==> src/rtl/store_data_unit_if.sv <==
// Store request + data-memory write port bundle for store_data_unit.
// master = environment (MEM-stage decode and data memory); slave = the store unit.
// Pure wiring: no latency or backpressure of its own.
interface store_data_unit_if #(
    parameter int ADDR_W = 32
) ();
    // Store request side
    logic              st_valid;
    logic              st_ready;
    logic [5:0]        st_op;
    logic [ADDR_W-1:0] st_addr;
    logic [31:0]       st_data;
    logic              st_done;
    logic              st_err;

    // Data memory side
    logic              mem_en;
    logic [3:0]        mem_wen;
    logic [ADDR_W-1:0] mem_addr;
    logic [31:0]       mem_wdata;
    logic [31:0]       mem_rdata;
    logic              mem_ack;

    modport master (
        output st_valid, st_op, st_addr, st_data, mem_rdata, mem_ack,
        input  st_ready, st_done, st_err, mem_en, mem_wen, mem_addr, mem_wdata
    );

    modport slave (
        input  st_valid, st_op, st_addr, st_data, mem_rdata, mem_ack,
        output st_ready, st_done, st_err, mem_en, mem_wen, mem_addr, mem_wdata
    );
endinterface

==> src/rtl/store_data_unit.sv <==
// Formats sw/swl/swr/sb/sh data into little-endian byte lanes and drives the data-memory write port.
// Latency: accept at edge N, mem_en at N+1, st_done one cycle after the cycle mem_ack is seen (+1 read phase with STORE_RMW_EN).
// Backpressure: st_ready only in IDLE; mem_en/wen/addr/wdata held stable until mem_ack. STORE_RMW_EN selects read-modify-write.
module store_data_unit #(
    parameter int ADDR_W = 32
) (
    input  logic              clk,
    input  logic              resetn,
    store_data_unit_if.slave  bus
);

    localparam logic [5:0] OP_SW  = 6'b101011;
    localparam logic [5:0] OP_SWL = 6'b101010;
    localparam logic [5:0] OP_SWR = 6'b101110;
    localparam logic [5:0] OP_SB  = 6'b101000;
    localparam logic [5:0] OP_SH  = 6'b101001;

    typedef enum logic [1:0] {
        S_IDLE  = 2'd0,
`ifdef STORE_RMW_EN
        S_READ  = 2'd1,
`endif
        S_WRITE = 2'd2,
        S_DONE  = 2'd3
    } state_t;

    state_t            state_q, state_d;
    logic [3:0]        wen_q, wen_d;
    logic [31:0]       wdata_q, wdata_d;
    logic [ADDR_W-1:0] addr_q, addr_d;
    logic              err_q, err_d;

    logic              lane_ok;
    logic [3:0]        lane_wen;
    logic [31:0]       lane_wdata;
    logic [1:0]        ea;
    logic [31:0]       d;

`ifndef STORE_RMW_EN
    // Read data only matters when partial stores are merged in the unit.
    logic unused_rdata;
    assign unused_rdata = ^bus.mem_rdata;
`endif

    // Lane formatting of the incoming request (only consumed on accept).
    always_comb begin
        lane_ok    = 1'b1;
        lane_wen   = 4'b0000;
        lane_wdata = 32'h0;
        ea         = bus.st_addr[1:0];
        d          = bus.st_data;
        case (bus.st_op)
            OP_SW: begin
                lane_wen   = 4'b1111;
                lane_wdata = d;
            end
            OP_SB: begin
                lane_wen   = 4'b0001 << ea;
                lane_wdata = {24'h0, d[7:0]} << {ea, 3'b000};
            end
            OP_SH: begin
                // ea[0] ignored, same as the load side.
                if (ea[1]) begin
                    lane_wen   = 4'b1100;
                    lane_wdata = {d[15:0], 16'h0};
                end else begin
                    lane_wen   = 4'b0011;
                    lane_wdata = {16'h0, d[15:0]};
                end
            end
            OP_SWL: begin
                case (ea)
                    2'b00:   begin lane_wen = 4'b0001; lane_wdata = {24'h0, d[31:24]}; end
                    2'b01:   begin lane_wen = 4'b0011; lane_wdata = {16'h0, d[31:16]}; end
                    2'b10:   begin lane_wen = 4'b0111; lane_wdata = {8'h0, d[31:8]};   end
                    default: begin lane_wen = 4'b1111; lane_wdata = d;                 end
                endcase
            end
            OP_SWR: begin
                case (ea)
                    2'b00:   begin lane_wen = 4'b1111; lane_wdata = d;                 end
                    2'b01:   begin lane_wen = 4'b1110; lane_wdata = {d[23:0], 8'h0};   end
                    2'b10:   begin lane_wen = 4'b1100; lane_wdata = {d[15:0], 16'h0};  end
                    default: begin lane_wen = 4'b1000; lane_wdata = {d[7:0], 24'h0};   end
                endcase
            end
            default: lane_ok = 1'b0;
        endcase
    end

    // Next-state and datapath update for the transaction FSM.
    always_comb begin
        state_d = state_q;
        wen_d   = wen_q;
        wdata_d = wdata_q;
        addr_d  = addr_q;
        err_d   = err_q;
        case (state_q)
            S_IDLE: begin
                if (bus.st_valid) begin
                    addr_d = {bus.st_addr[ADDR_W-1:2], 2'b00};
                    if (!lane_ok) begin
                        err_d   = 1'b1;
                        state_d = S_DONE;
                    end else begin
                        err_d   = 1'b0;
                        wen_d   = lane_wen;
                        wdata_d = lane_wdata;
                        state_d = S_WRITE;
`ifdef STORE_RMW_EN
                        // Partial word: fetch the old word first and merge.
                        if (lane_wen != 4'b1111) begin
                            state_d = S_READ;
                        end
`endif
                    end
                end
            end
`ifdef STORE_RMW_EN
            S_READ: begin
                if (bus.mem_ack) begin
                    for (int i = 0; i < 4; i++) begin
                        wdata_d[8*i +: 8] = wen_q[i] ? wdata_q[8*i +: 8] : bus.mem_rdata[8*i +: 8];
                    end
                    wen_d   = 4'b1111;
                    state_d = S_WRITE;
                end
            end
`endif
            S_WRITE: begin
                if (bus.mem_ack) begin
                    state_d = S_DONE;
                end
            end
            S_DONE: begin
                state_d = S_IDLE;
            end
            default: begin
                state_d = S_IDLE;
            end
        endcase
    end

    // State and transaction registers; reset drops any pending request.
    always_ff @(posedge clk or negedge resetn) begin
        if (!resetn) begin
            state_q <= S_IDLE;
            wen_q   <= 4'b0000;
            wdata_q <= 32'h0;
            addr_q  <= '0;
            err_q   <= 1'b0;
        end else begin
            state_q <= state_d;
            wen_q   <= wen_d;
            wdata_q <= wdata_d;
            addr_q  <= addr_d;
            err_q   <= err_d;
        end
    end

    // Outputs decoded from registered state only.
    always_comb begin
        bus.st_ready  = (state_q == S_IDLE);
        bus.st_done   = (state_q == S_DONE);
        bus.st_err    = (state_q == S_DONE) && err_q;
        bus.mem_en    = (state_q == S_WRITE)
`ifdef STORE_RMW_EN
                        || (state_q == S_READ)
`endif
                        ;
        bus.mem_wen   = (state_q == S_WRITE) ? wen_q : 4'b0000;
        bus.mem_addr  = addr_q;
        bus.mem_wdata = wdata_q;
    end

endmodule

==> src/flat_wrapper.sv <==
// flat-port wrapper written by rule: the top's interface ports become plain ports
module store_data_unit_flat 
#(
    parameter int ADDR_W = 32
)
  (clk, resetn, bus_st_valid, bus_st_op, bus_st_addr, bus_st_data, bus_mem_rdata, bus_mem_ack, bus_st_ready, bus_st_done, bus_st_err, bus_mem_en, bus_mem_wen, bus_mem_addr, bus_mem_wdata);
  store_data_unit_if #(.ADDR_W(ADDR_W)) bus_i ();
  input  logic clk;
  input  logic resetn;
  input wire logic [$bits(bus_i.st_valid)-1:0] bus_st_valid;
  input wire logic [$bits(bus_i.st_op)-1:0] bus_st_op;
  input wire logic [$bits(bus_i.st_addr)-1:0] bus_st_addr;
  input wire logic [$bits(bus_i.st_data)-1:0] bus_st_data;
  input wire logic [$bits(bus_i.mem_rdata)-1:0] bus_mem_rdata;
  input wire logic [$bits(bus_i.mem_ack)-1:0] bus_mem_ack;
  output wire logic [$bits(bus_i.st_ready)-1:0] bus_st_ready;
  output wire logic [$bits(bus_i.st_done)-1:0] bus_st_done;
  output wire logic [$bits(bus_i.st_err)-1:0] bus_st_err;
  output wire logic [$bits(bus_i.mem_en)-1:0] bus_mem_en;
  output wire logic [$bits(bus_i.mem_wen)-1:0] bus_mem_wen;
  output wire logic [$bits(bus_i.mem_addr)-1:0] bus_mem_addr;
  output wire logic [$bits(bus_i.mem_wdata)-1:0] bus_mem_wdata;
  assign bus_i.st_valid = bus_st_valid;
  assign bus_i.st_op = bus_st_op;
  assign bus_i.st_addr = bus_st_addr;
  assign bus_i.st_data = bus_st_data;
  assign bus_i.mem_rdata = bus_mem_rdata;
  assign bus_i.mem_ack = bus_mem_ack;
  assign bus_st_ready = bus_i.st_ready;
  assign bus_st_done = bus_i.st_done;
  assign bus_st_err = bus_i.st_err;
  assign bus_mem_en = bus_i.mem_en;
  assign bus_mem_wen = bus_i.mem_wen;
  assign bus_mem_addr = bus_i.mem_addr;
  assign bus_mem_wdata = bus_i.mem_wdata;
  store_data_unit #(.ADDR_W(ADDR_W)) u_core (.clk(clk), .resetn(resetn), .bus(bus_i));
endmodule
==> config.mk <==
export PLATFORM = sky130hd
export DESIGN_NAME = store_data_unit_flat
export DESIGN_NICKNAME = d
export VERILOG_FILES = /design/src/rtl/store_data_unit_if.sv /design/src/rtl/store_data_unit.sv /design/src/flat_wrapper.sv
export SDC_FILE = /design/constraint.sdc
export NUM_CORES = 1
export LEC_CHECK = 0
export ABC_AREA = 1
export BUFFER_PORTS_ARGS = -buffer_cell sky130_fd_sc_hd__buf_2
export CORE_UTILIZATION = 45
export DETAILED_ROUTE_END_ITERATION = 10
export GPL_TIMING_DRIVEN = 0
export HOLD_SLACK_MARGIN = 0.08
export PLACE_DENSITY = 0.77
export SLEW_MARGIN = 20
export SYNTH_ARGS = -nofsm -noshare
export SYNTH_HDL_FRONTEND = slang
export SYNTH_SLANG_ARGS = --single-unit
export TNS_END_PERCENT = 50
==> constraint.sdc <==
create_clock -name clk -period 1.3 [get_ports clk]
set_input_delay 0.065 -clock clk [delete_from_list [all_inputs] [get_ports clk]]
set_output_delay 0.065 -clock clk [all_outputs]
set_load 0.01 [all_outputs]
==> impl_metrics.py, run 1 <==
metrics = {
    "run_status": {
        "status": "finished with violations",
        "violations": "negative setup slack",
    },
    "worst_setup_path": {
        "cp-end-kind": "flop",
        "path_max_fanout": 8,
        "path_depth": 7,
        "timing.rr.start": "u_core.state_q[1]",
        "reg2regPathDepth": 8,
        "cp_cell_sequence": "buf_4, nand2_1, inv_2, o211ai_1, nor2_1, nor2_1, a21oi_2",
        "path_class": "input port to flop",
        "worst_r2r_endpoint": "u_core.bus.mem_wdata[0]",
        "worst_setup_path_start_kind": "input port",
        "path_buf_inv": 2,
        "crit_top_cell": "nor2_1",
        "worst_ep_required_time_ps": 1530,
        "cp_slowest_stage_delay_ps": 640,
        "cp.arrival_ps": 1670,
        "r2r_setup_slack_ps": -130,
        "cpMaxStageDelayCell": "o211ai_1",
        "crit_family": "compound AO/OA/AOI/OAI gates",
    },
    "synthesis": {
        "synth_area_leaders": "dfrtp_1 37%, nand2_1 23%, nand3_1 8.0%",
        "yosys_warnings": 0,
        "ys_seq_elements": 69,
        "synth_top_cell_by_area": "dfrtp_1",
        "synthDistinctLibCells": 25,
        "syn_area_mm2": 0.00467,
        "ys_seq_area_frac": 0.370,
        "syn_inst": 736,
        "synth_top_cell_area_share": 0.370,
        "syn_avg_cell_area_um2": 6.34,
    },
    "drt": {
        "dr_total_vias": 5830,
        "dr.pass1.iters": 7,
        "wl_um": 17800,
        "vias_per_cell": 5.42,
        "drtIter0Drc": 753,
        "postRouteAntennaNets": 0,
        "drc": 0,
        "wl_per_cell_um": 16.6,
    },
    "grt": {
        "grt_pass1_vias": 5529,
        "antenna_found_initial": 0,
        "grt.busiest_layer": "met2",
        "overflow": 0,
        "grt_pass1_wl_um": 28200,
        "grt_start_max_net_pins": 43,
        "grtUsageMet3": 0.0764,
        "grt_usage": 0.333,
        "grtUsageMet1": 0.429,
        "met2_usage": 0.519,
    },
    "die": {
        "io_pins": 178,
        "rows": 36,
        "dieArea_mm2": 0.0108,
        "floorplan.die.height_um": 104,
        "die_x_um": 104,
        "start_util": 0.471,
        "core_mm2": 0.00991,
    },
    "power": {
        "total_power_mw": 9.84,
        "seqPwrFrac": 0.368,
        "comb_power_share": 0.410,
        "clock_power_share": 0.223,
        "p_int_mw": 6.07,
        "leakage_nw": 3.56,
        "p_per_area_mw_per_mm2": 1520,
        "power.switching_mw": 3.77,
        "vdd_drop_max_v": 0.00113,
        "switching_share": 0.383,
    },
    "timing": {
        "slew-limit-headroom": 0.494,
        "finClkSkew_ps": 12.9,
        "worst_slack_ps": -134,
        "period_minus_slack_ps": 1430,
        "drv_slew": 0,
        "hold_viol": 0,
        "holdWs_ps": 96.4,
        "fmax_mhz": 697,
        "tightest_slew_ps": 756,
        "setup_viol": 43,
        "rsz0062_at_grt": "yes",
        "period_share": 1.10,
    },
    "cts": {
        "clock_sinks": 69,
        "cts_tree": "done",
        "cts.clk_slew.worst_paths_ps": 80,
        "cts_buffers": 9,
        "clock_latency_ps": 350,
        "clockBufferDepth": 2,
        "cts_root_buffer": "clkbuf_8",
        "htreeDepth": 3,
    },
    "final_layout": {
        "n_antenna_cell": 0,
        "area_delta_synth_final_pct": 38.9,
        "finalNetCount": 1044,
        "drive_gt1_frac": 0.269,
        "finish.utilization": 0.654,
    },
    "worst_hold_path": {
        "hold_depth": 3,
        "hold_class": "input port to flop",
        "worstHoldStart": "bus_st_data[4]",
        "min_to": "u_core.bus.mem_wdata[4]",
    },
    "run": {
        "maxCapViolCount": 0,
    },
    "placed_design": {
        "gp_congestion": 0.999,
        "dpl.hpwl_um": 11900,
        "io_buffer_count": 141,
    },
}
==> layer usage <==
metal | vias to the layer above | share of wire
li1 | 2758 | -
met1 | 2649 | 0.40
met2 | 340 | 0.45
met3 | 83 | 0.10
met4 | 0 | 0.044
met5 | - | 0
==> final cells by class <==
cell class                 instances  area, um2
sequential                        69       1730
buffer                            42        290
multi-input combinational        580       2650
inverter                          46        173
tap                              133        166
timing repair buffer             190       1230
clock inverter                     7        121
clock buffer                       9        124
fill                             929       3430
==> power by group through the flow <==
stage                     registers (mW)  logic, mW  clock network, mW
after global placement              3.60       3.50                  0
final                               3.62       4.03               2.19
after floorplan                     4.03       1.55                  0
after global routing                3.73       4.42               2.31
after CTS                           3.61       3.91               2.21
after detailed placement            3.63       3.58                  0
==> metrics by stage <==
step / cell area, um2 / cells / setup TNS (ps) / setup WS, ps
floorplan: 4690 / 737 / -426 / -49.3
CTS: 6430 / 1075 / -2060 / -113
global route: 6480 / 1076 / -6590 / -203
finish: 6480 / 1076 / -2930 / -134
detailed placement: 5580 / 1012 / -13080 / -401
global placement: 5560 / 1011 / -27410 / -392
==> cells in the mapped netlist <==
library cell / number
nand4_1: 29
buf_4: 6
nand3_2: 2
a21oi_4: 1
nand2_4: 1
conb_1: 1
buf_2: 17
o211ai_1: 1
nor2_2: 8
nand3b_1: 3
nor2_1: 100
o21ai_0: 21
inv_1: 43
or2_2: 3
nand2_1: 287
o22ai_1: 3
dfrtp_1: 69
a21oi_1: 39
nor2_4: 3
nand2_2: 1
inv_2: 3
clkbuf_1: 13
nor3_1: 1
nand3_1: 75
buf_6: 6
==> worst max-delay path by stage <==
stage | to | slack (ps) | startpoint
5_1_grt | u_core.bus.mem_wdata[0] | -200 | u_core.state_q[1]
4_1_cts | u_core.bus.mem_wdata[18] | -110 | u_core.state_q[1]
6_report | u_core.bus.mem_wdata[30] | -130 | bus_st_addr[1]
2_1_floorplan | u_core.bus.mem_wdata[4] | -50 | u_core.state_q[0]
3_5_place_dp | u_core.bus.mem_wdata[18] | -400 | bus_st_op[0]
3_3_place_gp | u_core.bus.mem_wdata[18] | -390 | bus_st_op[0]
==> state kept, by name, summed over array words and instances, names as in the netlist <==
name,cells
u_core.wen_q,4
u_core.bus.mem_wdata,32
u_core.state_q,2
u_core.bus.mem_addr,30
u_core.err_q,1
==> placed cells by master (no fill, tap or decap), types with 9 or more instances in the layout <==
master | synthesis | final
buf_2 | 17 | 156
dlygate4sd3_1 | 0 | 38
dfrtp_1 | 69 | 69
o21ai_0 | 21 | 18
clkbuf_8 | 0 | 9
nor2_2 | 8 | 12
a21oi_1 | 39 | 31
nor2_1 | 100 | 93
nand3_1 | 75 | 75
nand2_1 | 287 | 277
inv_1 | 43 | 40
nand4_1 | 29 | 29
buf_4 | 6 | 15
==> cell families after synthesis <==
logic type	count (synthesis)	share of synthesized area
buf+inv	88	0.0898
flops	69	0.370
other cells	1	0.000803
simple gates	513	0.466
compound gates	65	0.0734
==> worst min-delay path, cell delays in order <==
cell	delay [ps]
buf_2	160
a21oi_1	90
nor2_1	80
==> what timing repair did <==
action,4_1_cts,5_1_grt
resized for setup,38,19
buffers inserted,8,1
gates cloned,1,0
endpoints found under the hold margin,105,0
hold buffers,38,0
pin swaps,7,3
setup endpoints to repair,72,73
Power figures use the tool's default switching activity.
==> run 2: changes to the inputs <==
--- a/config.mk
+++ b/config.mk
@@ -12,6 +12,7 @@
 export GPL_TIMING_DRIVEN = 0
 export HOLD_SLACK_MARGIN = 0.08
 export PLACE_DENSITY = 0.77
+export RECOVER_POWER = 100
 export SLEW_MARGIN = 20
 export SYNTH_ARGS = -nofsm -noshare
 export SYNTH_HDL_FRONTEND = slang
==> run 2 against run 1 <==
Total power is 2.2% lower. Final cell count stayed put. Worst setup slack better by 10 ps. Global-route usage unchanged. Clock skew decreased by 1.0 ps. Critical path depth rose by 1. Design area down 1.4%. Fmax grew 0.73%. The run still ends with negative setup slack left.
==> impl_metrics.py, run 2 (same netlist as run 1, synthesis figures left out) <==
metrics = {
    "drt": {
        "postRouteAntennaNets": 0,
        "vias_per_cell": 5.43,
        "dr.pass1.iters": 6,
        "wl_um": 17800,
        "dr_total_vias": 5840,
        "drtIter0Drc": 735,
        "wl_per_cell_um": 16.6,
        "drc": 0,
    },
    "final_layout": {
        "largest_register_ffs": 32,
        "final_common_cell": "nand2_1",
        "stdcell_count": 1076,
        "drive_gt1_frac": 0.204,
        "regArea_mm2": 0.00173,
        "fillers": 950,
        "final_cell_mix": "277 x nand2_1, 93 x nor2_1, 93 x buf_2",
        "area_delta_synth_final_pct": 36.9,
        "design_area_mm2": 0.00639,
        "multiInputGateArea_mm2": 0.00265,
        "n_antenna_cell": 0,
        "finalNetCount": 1044,
    },
    "cts": {
        "clockBufferDepth": 2,
        "cts_tree": "done",
        "clock_sinks": 69,
        "clock_latency_ps": 350,
        "cts.clk_slew.worst_paths_ps": 80,
        "cts_buffers": 9,
        "cts_root_buffer": "clkbuf_8",
        "htreeDepth": 3,
    },
    "timing": {
        "drv_slew": 0,
        "rsz0062_at_grt": "yes",
        "tightest_slew_ps": 752,
        "finClkSkew_ps": 11.9,
        "period_share": 1.10,
        "holdWs_ps": 93.7,
        "fin_setup_tns_ps": -2710,
        "setup_viol": 43,
        "worst_slack_ps": -124,
        "slew-limit-headroom": 0.497,
        "period_minus_slack_ps": 1420,
        "hold_viol": 0,
        "fmax_mhz": 702,
    },
    "worst_setup_path": {
        "worst_r2r_endpoint": "u_core.bus.mem_wdata[0]",
        "worst_ep_required_time_ps": 1540,
        "cp_slowest_stage_delay_ps": 420,
        "startpoint": "u_core.state_q[1]",
        "worst_setup_path_start_kind": "flop",
        "cp_cell_sequence": "nor2_4, nand2_4, a21oi_4, buf_12, buf_8, nand2_2, a21oi_2, nor2_1",
        "cpMaxStageDelayCell": "dfrtp_1",
        "cp.arrival_ps": 1660,
        "path_class": "flop to flop",
        "cp-end-kind": "flop",
        "path_max_fanout": 6,
        "timing.rr.start": "u_core.state_q[1]",
        "reg2regPathDepth": 8,
        "r2r_setup_slack_ps": -120,
        "crit_family": "flip-flops",
        "path_buf_inv": 2,
    },
    "grt": {
        "grt_usage": 0.333,
        "grt_pass1_wl_um": 28200,
        "grt_pass1_vias": 5529,
        "antenna_found_initial": 0,
        "overflow": 0,
        "grt_start_max_net_pins": 43,
    },
    "power": {
        "total_power_mw": 9.63,
        "p_int_mw": 5.83,
        "p_per_area_mw_per_mm2": 1510,
        "comb_power_share": 0.394,
        "switching_share": 0.395,
        "leakage_nw": 3.35,
        "power.switching_mw": 3.80,
        "clock_power_share": 0.228,
        "seqPwrFrac": 0.378,
        "vdd_drop_max_v": 0.00111,
    },
    "die": {
        "dieArea_mm2": 0.0108,
        "start_util": 0.471,
        "die_x_um": 104,
        "core_mm2": 0.00991,
        "floorplan.die.height_um": 104,
        "rows": 36,
        "io_pins": 178,
    },
    "placed_design": {
        "dpl.cell_count": 1012,
        "dpl.hpwl_um": 11900,
        "gp_congestion": 0.999,
        "place_area_mm2": 0.00558,
        "io_buffer_count": 141,
    },
    "worst_hold_path": {
        "hold_class": "input port to flop",
        "worstHoldStart": "bus_st_data[4]",
        "min_to": "u_core.bus.mem_wdata[4]",
        "hold_depth": 3,
    },
    "run_status": {
        "violations": "negative setup slack",
        "status": "finished with violations",
    },
    "run": {
        "maxCapViolCount": 0,
    },
}
==> run 2: changes by cell type in the layout (fill, tap and decap cells not counted), sizes merged <==
cell	change
clkbuf	+65
buf	-65
==> run 2: worst reg2reg max path, delay by kind of cell (launching register included) <==
family,cells,cell delay (ps)
flops,1,420
buf+inv,2,280
simple gates,4,340
compound gates,2,280
==> run 2: per-stage QoR <==
step | worst slack [ps] | utilization
global placement | -392 | 0.561
CTS | -113 | 0.649
global route | -203 | 0.645
finish | -124 | 0.645
floorplan | -49.3 | -
detailed placement | -401 | 0.563
==> run 2: power groups by stage <==
stage	Combinational [mW]	Clock, mW	Sequential, mW
finish	3.79	2.19	3.64
global placement	3.50	0	3.60
detailed placement	3.58	0	3.63
global route	4.17	2.31	3.75
CTS	3.91	2.21	3.61
floorplan	1.55	0	4.03
==> run 2: repair_timing <==
| item | 4_1_cts | 5_1_grt |
|---|---|---|
| pin swaps | 7 | 3 |
| hold endpoints to repair | 105 | 0 |
| gates cloned | 1 | 0 |
| gates resized for setup | 38 | 19 |
| setup buffers | 8 | 1 |
| endpoints found under the setup margin | 72 | 73 |
| hold buffers | 38 | 0 |
==> run 2: worst max-delay path by stage <==
stage	to	slack, ps	cells after the start
detailed placement	u_core.bus.mem_wdata[18]	-400	9
global route	u_core.bus.mem_wdata[0]	-200	8
CTS	u_core.bus.mem_wdata[18]	-110	7
finish	u_core.bus.mem_wdata[0]	-120	8
floorplan	u_core.bus.mem_wdata[4]	-50	7
global placement	u_core.bus.mem_wdata[18]	-390	9
==> run 2: final cells by class <==
class / instances / area share
plain buffers: 42 / 0.0450
clock buffers: 9 / 0.0194
clock inverters: 7 / 0.0190
inverters: 46 / 0.0270
multi-input cells: 580 / 0.415
flip-flops and latches: 69 / 0.270
well taps: 133 / 0.0260
repair buffers: 190 / 0.178
==> run 2: routing by layer <==
layer | part of all wire | global-route usage | vias to the layer above
li1 | - | - | 2758
met1 | 0.39 | 0.429 | 2621
met2 | 0.46 | 0.519 | 377
met3 | 0.11 | 0.0764 | 84
met4 | 0.045 | 0.179 | 0
met5 | 0 | 0 | -
==> run 3: changes to the inputs <==
--- a/config.mk
+++ b/config.mk
@@ -11,6 +11,7 @@
 export DETAILED_ROUTE_END_ITERATION = 10
 export GPL_TIMING_DRIVEN = 0
 export HOLD_SLACK_MARGIN = 0.08
+export MAX_ROUTING_LAYER = met4
 export PLACE_DENSITY = 0.77
 export RECOVER_POWER = 100
 export SLEW_MARGIN = 20
==> run 3 against run 2 <==
Combinational power rose by 7.9%. The flow still finishes with violations (negative setup slack). Design area is 2.5% higher. Core utilization rose by 1.6 points. Die area stayed put. Fmax shrank 2.8%. Critical path type unchanged.
==> impl_metrics.py, run 3 (same netlist as run 1, synthesis figures left out) <==
metrics = {
    "final_layout": {
        "drive_gt1_frac": 0.231,
        "multiInputGateArea_mm2": 0.00274,
        "regArea_mm2": 0.00173,
        "fillers": 926,
        "finish.utilization": 0.661,
        "stdcell_count": 1082,
        "final_cell_mix": "274 x nand2_1, 95 x buf_2, 85 x nor2_1",
        "finalNetCount": 1051,
        "largest_register_ffs": 32,
        "area_delta_synth_final_pct": 40.4,
        "design_area_mm2": 0.00655,
        "final_common_cell": "nand2_1",
        "n_antenna_cell": 0,
    },
    "timing": {
        "period_share": 1.13,
        "holdWs_ps": 89.8,
        "finClkSkew_ps": 13.5,
        "drv_slew": 0,
        "slew-limit-headroom": 0.446,
        "hold_viol": 0,
        "rsz0062_at_grt": "yes",
        "worst_slack_ps": -164,
        "fin_setup_tns_ps": -4130,
        "setup_viol": 47,
        "fmax_mhz": 683,
        "period_minus_slack_ps": 1460,
        "tightest_slew_ps": 830,
    },
    "worst_setup_path": {
        "path_class": "flop to flop",
        "path_max_fanout": 7,
        "cp-end-kind": "flop",
        "worst_ep_required_time_ps": 1570,
        "worst_setup_path_start_kind": "flop",
        "cp.arrival_ps": 1730,
    },
    "run": {
        "maxCapViolCount": 0,
    },
    "die": {
        "core_mm2": 0.00991,
        "die_x_um": 104,
        "dieArea_mm2": 0.0108,
        "floorplan.die.height_um": 104,
        "start_util": 0.471,
        "rows": 36,
        "io_pins": 178,
    },
    "cts": {
        "cts_tree": "done",
        "clock_latency_ps": 370,
        "cts.clk_slew.worst_paths_ps": 90,
        "clock_sinks": 69,
        "clockBufferDepth": 2,
        "htreeDepth": 3,
        "cts_buffers": 9,
        "cts_root_buffer": "clkbuf_8",
    },
    "power": {
        "vdd_drop_max_v": 0.00105,
        "total_power_mw": 9.74,
        "leakage_nw": 3.38,
        "p_per_area_mw_per_mm2": 1490,
    },
    "placed_design": {
        "place_area_mm2": 0.00558,
        "gp_congestion": 1.04,
        "dpl.hpwl_um": 11900,
        "io_buffer_count": 141,
        "dp_slack_ps": -425,
        "dpl.cell_count": 1012,
    },
    "grt": {
        "grt_usage": 0.346,
        "grt_pass1_wl_um": 28600,
        "antenna_found_initial": 0,
        "overflow": 0,
        "grt_pass1_vias": 5624,
        "grt_start_max_net_pins": 41,
    },
    "drt": {
        "wl_per_cell_um": 17.1,
        "wl_um": 18500,
        "dr_total_vias": 5984,
        "dr.pass1.iters": 6,
        "vias_per_cell": 5.53,
        "drtIter0Drc": 640,
        "postRouteAntennaNets": 0,
        "drc": 0,
    },
    "run_status": {
        "status": "finished with violations",
        "violations": "negative setup slack",
    },
    "worst_hold_path": {
        "hold_class": "input port to flop",
    },
}
[run 3: changes by cell type in the layout (fill, tap and decap cells not counted), sizes merged]
cell	previous run	this run
clkinv	3	2
clkinvlp	0	2
inv	47	46
bufinv	3	2
clkbuf	84	81
buf	119	128
dlygate4sd3	38	39
[run 3: final timing paths]
path / start / end / cells past startpoint / slack, ps
min: bus_st_data[26] / u_core.bus.mem_wdata[26] / 5 / 90
min in group asynchronous: resetn / u_core.bus.mem_wdata[5] / 2 / 360
max: u_core.state_q[0] / u_core.bus.mem_wdata[1] / 8 / -160
min reg2reg: u_core.bus.mem_wdata[7] / u_core.bus.mem_wdata[7] / 2 / 480
max in group asynchronous: resetn / u_core.state_q[0] / 3 / 140
max reg2reg: u_core.state_q[0] / u_core.bus.mem_wdata[1] / 8 / -160
[run 3: where the power goes]
part	leakage (nW)	internal, mW	switching (mW)
logic	2.42	1.62	2.47
clock network	0.101	1.07	0.897
registers	0.858	3.10	0.584
total	3.38	5.79	3.95
[run 3: area by class of cell]
| type | count | share of cell area |
|---|---|---|
| Multi-Input combinational cell | 580 | 0.418 |
| Buffer | 42 | 0.0475 |
| Clock inverter | 6 | 0.0136 |
| Clock buffer | 9 | 0.0189 |
| Timing Repair Buffer | 197 | 0.186 |
| Tap cell | 133 | 0.0254 |
| Sequential cell | 69 | 0.264 |
| Inverter | 46 | 0.0267 |
[run 3: repair_timing]
item	CTS	global route
gates cloned	1	1
setup buffers	10	4
pin swaps	8	4
hold buffers	39	0
setup endpoints to repair	72	72
endpoints found under the hold margin	107	0
gates resized for setup	48	40
[run 3: metal layers]
layer | GRT usage | part of all wire | vias up
met5 | - | 0 | -
met4 | 0.173 | 0.048 | 0
met3 | 0.0633 | 0.11 | 94
met2 | 0.531 | 0.46 | 399
met1 | 0.439 | 0.39 | 2716
li1 | - | - | 2775
[run 3: worst max-delay path, stage by stage (launching register included)]
cell and delay (ps):
dfrtp_2 430, nor2_4 140, nand2_4 100, a21oi_4 180, buf_12 180, buf_8 130
nand2_1 50, a21oi_1 110, nor2_1 50
